[src/rtl/ram_arbiter.sv]
// ram_arbiter
// Grants one of four requesters (0=coder, 1=ntt, 2=A_gen, 3=CBD) exclusive
// access to a single-port-pair RAM and steers the owner's address, data and
// write enable onto the RAM port. A grant is held for as long as the owner
// keeps its request high; when it lets go, the next winner takes over on the
// same edge, so there is no dead cycle on a handover.
//
// Build option:
//   RAM_ARB_ROUND_ROBIN_EN  defined   -> round-robin search starting just above
//                                        the previous owner
//                           undefined -> fixed priority, requester 0 highest
//
// Ports:
//   clk        single clock, all state on the rising edge
//   rst        synchronous active-low reset
//   req        per-requester request, held high for the whole burst
//   wen_in     per-requester write enable
//   raddr_in   per-requester read address, requester i at [i*ADDR_W +: ADDR_W]
//   waddr_in   per-requester write address, same packing
//   wdata_in   per-requester write data, requester i at [i*DATA_W +: DATA_W]
//   gnt        registered grant, one-hot or zero
//   rvalid     RAM read data valid for requester i (one cycle after address)
//   ram_wen    RAM write enable from the owner only
//   ram_raddr  RAM read address from the owner, zero when idle
//   ram_waddr  RAM write address from the owner, zero when idle
//   ram_wdata  RAM write data from the owner, zero when idle
//   busy       high while any grant is held
module ram_arbiter #(
  parameter int ADDR_W = 8,
  parameter int DATA_W = 96
) (
  input  logic                clk,
  input  logic                rst,
  input  logic [3:0]          req,
  input  logic [3:0]          wen_in,
  input  logic [4*ADDR_W-1:0] raddr_in,
  input  logic [4*ADDR_W-1:0] waddr_in,
  input  logic [4*DATA_W-1:0] wdata_in,
  output logic [3:0]          gnt,
  output logic [3:0]          rvalid,
  output logic                ram_wen,
  output logic [ADDR_W-1:0]   ram_raddr,
  output logic [ADDR_W-1:0]   ram_waddr,
  output logic [DATA_W-1:0]   ram_wdata,
  output logic                busy
);

  localparam logic [0:0] IDLE = 1'b0;
  localparam logic [0:0] OWN  = 1'b1;

  logic [0:0] state;
  logic [0:0] state_next;
  logic [3:0] gnt_next;
  logic [3:0] cand;
  logic [1:0] start;

  // Return a one-hot of the first set bit of cand, scanning upward from
  // index first and wrapping modulo 4; zero if cand is empty.
  function automatic logic [3:0] pick(input logic [3:0] c, input logic [1:0] first);
    logic [3:0] oh;
    logic [1:0] idx;
    logic       found;
    oh    = 4'b0000;
    found = 1'b0;
    for (int i = 0; i < 4; i++) begin
      idx = first + i[1:0];
      if (c[idx] && !found) begin
        oh[idx] = 1'b1;
        found   = 1'b1;
      end
    end
    return oh;
  endfunction

`ifdef RAM_ARB_ROUND_ROBIN_EN
  logic [1:0] last_owner;

  function automatic logic [1:0] encode(input logic [3:0] oh);
    logic [1:0] idx;
    idx = 2'd0;
    for (int i = 0; i < 4; i++) begin
      if (oh[i]) idx = i[1:0];
    end
    return idx;
  endfunction

  // Search starts just above whoever owned the RAM last, which gives each
  // requester a turn before anyone gets a second one.
  assign start = last_owner + 2'd1;
`else
  assign start = 2'd0;
`endif

  // Next grant: an idle arbiter picks from all requests; an owner keeps the
  // grant while its request stays high and otherwise hands over on this very
  // edge to another requester, excluding itself.
  always_comb begin
    gnt_next   = gnt;
    state_next = state;
    cand       = 4'b0000;
    case (state)
      IDLE: begin
        if (|req) begin
          gnt_next   = pick(req, start);
          state_next = OWN;
        end
      end
      OWN: begin
        if (!(|(gnt & req))) begin
          cand       = req & ~gnt;
          gnt_next   = pick(cand, start);
          state_next = (|cand) ? OWN : IDLE;
        end
      end
      default: begin
        gnt_next   = 4'b0000;
        state_next = IDLE;
      end
    endcase
  end

  // Grant and read-valid registers; rvalid follows a granted read by one
  // cycle to line up with the RAM's read latency, and reset discards any
  // read still in flight.
  always_ff @(posedge clk) begin
    if (!rst) begin
      state  <= IDLE;
      gnt    <= 4'b0000;
      rvalid <= 4'b0000;
`ifdef RAM_ARB_ROUND_ROBIN_EN
      last_owner <= 2'd3;
`endif
    end else begin
      state  <= state_next;
      gnt    <= gnt_next;
      rvalid <= gnt & req & ~wen_in;
`ifdef RAM_ARB_ROUND_ROBIN_EN
      if ((gnt_next != gnt) && (|gnt_next)) begin
        last_owner <= encode(gnt_next);
      end
`endif
    end
  end

  // RAM port steering: only the owner's signals reach the RAM, everything
  // is zero while idle so non-granted writes can never land.
  always_comb begin
    ram_raddr = '0;
    ram_waddr = '0;
    ram_wdata = '0;
    for (int i = 0; i < 4; i++) begin
      if (gnt[i]) begin
        ram_raddr = raddr_in[i*ADDR_W +: ADDR_W];
        ram_waddr = waddr_in[i*ADDR_W +: ADDR_W];
        ram_wdata = wdata_in[i*DATA_W +: DATA_W];
      end
    end
  end

  assign ram_wen = |(gnt & req & wen_in);
  assign busy    = |gnt;

endmodule

[config.mk]
export PLATFORM = sky130hd
export DESIGN_NAME = ram_arbiter
export DESIGN_NICKNAME = d
export VERILOG_FILES = /design/src/rtl/ram_arbiter.sv
export SDC_FILE = /design/constraint.sdc
export NUM_CORES = 1
export LEC_CHECK = 0
export ABC_AREA = 1
export CAP_MARGIN = 25
export CORE_AREA = 2 2 226 228
export CTS_BUF_LIST = sky130_fd_sc_hd__clkbuf_4
export CTS_CLUSTER_SIZE = 8
export DETAILED_ROUTE_END_ITERATION = 6
export DIE_AREA = 0 0 228 230
export SYNTH_ARGS = -nofsm -noshare
export SYNTH_HDL_FRONTEND = slang
export SYNTH_SLANG_ARGS = --single-unit
export TNS_END_PERCENT = 30
[constraint.sdc]
create_clock -name clk -period 1.2 [get_ports clk]
set_input_delay 0.24 -clock clk [delete_from_list [all_inputs] [get_ports clk]]
set_output_delay 0.24 -clock clk [all_outputs]
set_load 0.1 [all_outputs]
# Yosys cells after proc, flatten, opt, wreduce, memory -nomap -nowiden
# Index checks and enable logic that the tools add are counted.
op_classes:
  n_eq_ne: 2
  n_shift: 0
  bitwise_logic: 7
  mux: 45
  n_reduce_logical: 18
  n_addsub: 0
  n_lt_le_gt_ge: 0
  n_mul: 0
  div: 0
op_table:
  columns: ["op", "count"]
  rows:
  - ["$mux W96", 4]
  - ["$mux W8", 8]
  - ["$mux W1", 23]
  - ["$reduce_or A4 Y1", 5]
  - ["$and A4 B4 Y4", 4]
  - ["$mux W4", 4]
  - ["$not A4 Y4", 2]
  - ["$pmux W4 S2", 1]
  - ["$logic_and A1 B1 Y1", 6]
  - ["$logic_not A1 Y1", 6]
  - ["$mux W3", 2]
  - ["$mux W2", 2]
  - ["$ne A2 B2 Y1 const B", 2]
  - ["$pmux W1 S2", 1]
  - ["$reduce_and A2 Y1", 1]
  - ["$not A1 Y1", 1]
totals:
  latch_bits: 0
  input_bits: 458
  wordCells: 75
  output_inout_bits: 122
  register_bits: 9
  mem_count: 0
  mem_bits_ro: 0
  ram_bits: 0

# Longest topological paths before layout
# Gate-level depths: netlist of the first run.
depth:
  ltp_word: 20
  ltp_mapped: 9
  depth_no_buf: 8

# Worst setup path after synthesis of the first run
# OpenSTA, ideal clock, no wires.
synth_timing:
  kind: "register -> output"
  start: "register gnt[0]"
  end: "output port ram_raddr[0]"
  path_buffers: 2
  arrival_time_ns: 3.423
  slack_ns: -2.463
  path_stages_with_launch: 7
  t_required_ns: 0.960
  path_cell_list: "dfxtp_1 inv_1 nor2_4 buf_4 buf_2 nand2_1 a31oi_1"
synth_between:
  elab_chain_cells: 4
synth_lines:
  columns: ["element", "line_no", "source"]
  rows:
  - ["from (decl)", "39", "output logic [3:0] gnt,"]
  - ["from (signal assigned)", "135", "gnt <= gnt_next;"]
  - ["$mux W8 (4 in a row)", "152", "if (gnt[i]) begin"]
  - ["to (decl)", "42", "output logic [ADDR_W-1:0] ram_raddr,"]
# No other way between the ends.

# Worst setup path after layout of the first run
layout_timing:
  start: "register gnt[3]"
  end: "output port ram_wdata[24]"
layout_between:
  elab_chain_cells: 1
layout_lines:
  columns: ["element", "line_no", "source"]
  rows:
  - ["$mux W96", "152", null]
  - ["to (decl)", "44", "output logic [DATA_W-1:0] ram_wdata,"]
# No other way between the ends.

==> impl_summary.log, run 1 <==
[metrics] result of the run: finished, violations left
[metrics] violations in the final reports: negative setup slack
[metrics] Peak Freq: 495 MHz
[metrics] FF+latch count, synth: 9
[metrics] Max rail drop VDD: 0.000662 V
[metrics] Layout fillers: 5231
[metrics] Buffers on Ports: around 580
[metrics] total number of vias: 7867
[metrics] area grow syn2layout: 369%
[metrics] count of cells along the worst register-to-register path: 8
[metrics] number of buffers added to fix hold violations after cts: 0
[metrics] fraction of final layout cells with drive strength greater than 1: 37.3%
[metrics] number of distinct library cells after synthesis: 17
[metrics] Critical Path Fanout Max: 7
[metrics] path type of the worst setup path: reg -> out
[metrics] first-pass GRT wire length: just under 60 mm
[metrics] cell area after synthesis: 3060 sq um
[metrics] top cells by count, synth: 247 x nand2_1, 111 x a31oi_1, 111 x o22ai_1
[metrics] hold violation total from the final report: 0
[metrics] average size of a mapped cell: between 5 and 6 sq um
[metrics] height of the chip: 230 um
[metrics] sum of negative setup slack: -82.95 ns
[metrics] post-route total power: 0.0178 W
[metrics] top-count cell post-synth: nand2_1
[metrics] Final Setup Violations: 121
[metrics] ys async rst share: 0%
[metrics] FF-to-FF End: gnt[1]
[metrics] Worst Slack Setup Final: -0.819 ns
[metrics] worst r2r src: gnt[1]
[metrics] final weighted congestion in routability-driven placement: 0.905
[metrics] top cells by area in the synthesized netlist: nand2_1 30%, a31oi_1 23%, o22ai_1 23%
[metrics] post-synthesis sequential area ratio: 5.89%
[metrics] top_reg_cell synth: dfxtp_1
[metrics] Leak Pwr: 5.05 nW
[metrics] number of levels in the clock H-tree: 1
[metrics] Internal Dissipation: 0.00748 W
[metrics] remaining antenna violation count after routing: 0
[metrics] area of the die: 52400 sq um
[metrics] clock slew at the register clock pins of the worst setup and hold paths: 0.07 ns
[metrics] clock sink total: 9
[metrics] number of buffers created by CTS: 3
[metrics] Worst-Skew Late Latency: 0.26 ns
[metrics] maximum number of pins on one net before global-route repair: 60
[metrics] min-delay worst type: in -> reg
[metrics] Synth area leader: nand2_1
[metrics] worst hold path stage count: 2
[metrics] fraction of post-synthesis cell area in the top cell type by area: 30.3%
[metrics] initial antenna violation count: 26
[metrics] power density over the cells: between 1000 and 1500 nW/um^2
[metrics] post-DR wirelength/cell: 24.0 um
[metrics] max-slew headroom at the worst pin: between 60% and 70%
[metrics] Cells after Synth: around 590
[metrics] die width: between 200 and 250 um
[metrics] first-pass iteration count of the detailed router: 5
[metrics] Total GRT Usage: approximately 16%
[metrics] count of pins over their slew limit: 0
[metrics] proportion of power drawn by the clock network: 1.5%
[metrics] sum of overflow across all layers after global routing: 0
[metrics] IO Count: between 500 and 600
[metrics] routed vias/inst: 4.10
[metrics] worst hold endpoint: rvalid[3]
[metrics] start point of the worst min-delay path: wen_in[3]
[metrics] number of warnings issued by yosys: 0
[metrics] final critical delay including setup and external delays: around 2 ns
[metrics] count of flip-flops with a built-in enable after synthesis: 0
[metrics] DRC errors left: 0
[metrics] worst setup slack for register-to-register paths: -0.18 ns
[metrics] Iter 0 DRT Violations: 318
[metrics] wirelength, routed: 46.2 mm
[metrics] WHS: 0.567 ns
[metrics] skew final: between 0.0015 and 0.002 ns
[metrics] Crit. End Element: primary output
[metrics] Final #Nets: 1701
[metrics] data required time of the critical path: 0.96 ns
[metrics] switching power total: 0.0103 W
[metrics] number of core rows: just over 80
[metrics] CTS Root Cell: clkbuf_4
[metrics] kind of start point of the critical path: flip-flop
[metrics] total cell area at the placement stage: 12000 sq um
[metrics] slew at the pin closest to its max-slew limit: between 0.4 and 0.5 ns
[metrics] effective utilization at floorplan: 6.13%
[metrics] core region area: 49900 sq um
[metrics] cell area after layout: 14300 sq um
[metrics] share of power burned in registers: 2.0%
[metrics] count of maximum capacitance violations: 0
[metrics] number of buffers between clock root and the deepest sink: 2
[metrics] RSZ-0062 raised after global routing: true
[metrics] TritonCTS clock tree: built
[metrics] Gate power share: 96.5%
[metrics] number of global-route vias before repair: roughly 8.2k
[metrics] switching share of total power: 57.9%
[metrics] worst endpoint data arrival time: 1.78 ns
[metrics] half-perimeter wire length after detailed placement: 33.7 mm
[metrics] synthesized netlist net count: 1050
[metrics] final cycle utilization of the critical path: 168%
## per-layer routing
| metal | global-route usage [%] | vias to the layer above | routed length (um) |
|---|---|---|---|
| met4 | 5.21 | 12 | 1670 |
| li1 | - | 3519 | - |
| met1 | 17.6 | 3712 | 17500 |
| met2 | 28.4 | 526 | 22700 |
| met3 | 5.10 | 98 | 4210 |
| met5 | 0 | - | 72 |
## kinds of logic (layout without fill, tap and decap cells)
logic type,count (synthesis),after routing,share of synthesized area (%)
flops,9,9,5.89
other cells,0,7,0
compound gates,231,231,46.9
buf+inv,72,722,11.8
simple gates,280,280,35.4
## what timing repair did
item | CTS | global route
cloned | 15 | 6
gates resized for setup | 200 | 93
pin swaps | 39 | 38
setup buffers | 19 | 2
endpoints found under the setup margin | 121 | 122
## state kept, by name, summed over array words and instances (netlist names)
name / count
state: 1
gnt: 4
rvalid: 4
## layout make-up
type                            instances  area [sq um]  area share [%]
Tap cell                              672           841            5.87
Inverter                               11          51.3           0.358
Clock buffer                            4          30.0           0.209
Multi-Input combinational cell        511          4390            30.6
Antenna cell                            7          17.5           0.122
Timing Repair Buffer                  707          8810            61.5
Sequential cell                         9           195            1.36
## critical path, cell delays in order (launching register included)
cell and delay [ns]:
dfxtp_4 0.39, inv_8 0.05, nand2_8 0.15, buf_12 0.18
buf_4 0.13, o22ai_1 0.05, a31oi_1 0.20, buf_4 0.17
buf_12 0.17
## how the worst max path moves through the flow
stage	startpoint	to	slack, ns
6_report	gnt[3]	ram_wdata[24]	-0.82
5_1_grt	gnt[0]	ram_wdata[26]	-0.89
4_1_cts	gnt[0]	ram_wdata[87]	-0.83
3_5_place_dp	gnt[1]	ram_wdata[57]	-0.89
3_3_place_gp	gnt[0]	ram_wdata[57]	-0.88
2_1_floorplan	gnt[1]	ram_wdata[10]	-1.79
## power groups by stage
stage	Combinational (W)	Clock, W	Sequential [W]
finish	0.0172	0.000267	0.000348
global route	0.0176	0.000308	0.000352
CTS	0.0167	0.000277	0.000349
detailed placement	0.0151	0	0.000349
global placement	0.0150	0	0.000347
floorplan	0.00826	0	0.000457
## cells in the final DEF (no fill, tap or decap), drive strengths merged
| cell | Yosys | layout |
|---|---|---|
| a21oi | 7 | 7 |
| a31oi | 111 | 111 |
| buf | 50 | 242 |
| bufbuf | 0 | 3 |
| clkbuf | 11 | 9 |
| clkdlybuf4s50 | 0 | 457 |
| dfxtp | 9 | 9 |
| diode | 0 | 7 |
| inv | 11 | 11 |
| nand2 | 247 | 247 |
| nand3 | 13 | 13 |
| nand4 | 1 | 1 |
| nor2 | 14 | 14 |
| nor3 | 5 | 5 |
| o21ai | 2 | 2 |
| o22ai | 111 | 111 |
## per-stage QoR
step | worst slack (ns) | std cells | util [%]
2_1_floorplan | -1.79 | 592 | -
3_3_place_gp | -0.878 | 1870 | 24.1
3_5_place_dp | -0.895 | 1870 | 24.1
4_1_cts | -0.835 | 1908 | 27.5
5_1_grt | -0.891 | 1917 | 28.7
6_report | -0.819 | 1921 | 28.7
Note: power is estimated with default switching activity, not from simulation.
==> run 2, diff against run 1 <==
--- a/config.mk
+++ b/config.mk
@@ -6,7 +6,7 @@
 export NUM_CORES = 1
 export LEC_CHECK = 0
 export ABC_AREA = 1
-export CAP_MARGIN = 25
+export CAP_MARGIN = 30
 export CORE_AREA = 2 2 226 228
 export CTS_BUF_LIST = sky130_fd_sc_hd__clkbuf_4
 export CTS_CLUSTER_SIZE = 8
==> results of run 2 <==
No change in the layout: final DEF, timing and power equal those of run 1.
==> run 3, diff against run 2 <==
--- a/config.mk
+++ b/config.mk
@@ -12,6 +12,7 @@
 export CTS_CLUSTER_SIZE = 8
 export DETAILED_ROUTE_END_ITERATION = 6
 export DIE_AREA = 0 0 228 230
+export HOLD_SLACK_MARGIN = 0.05
 export SYNTH_ARGS = -nofsm -noshare
 export SYNTH_HDL_FRONTEND = slang
 export SYNTH_SLANG_ARGS = --single-unit
==> results of run 3 <==
No change in the layout: final DEF, timing and power equal those of run 1.
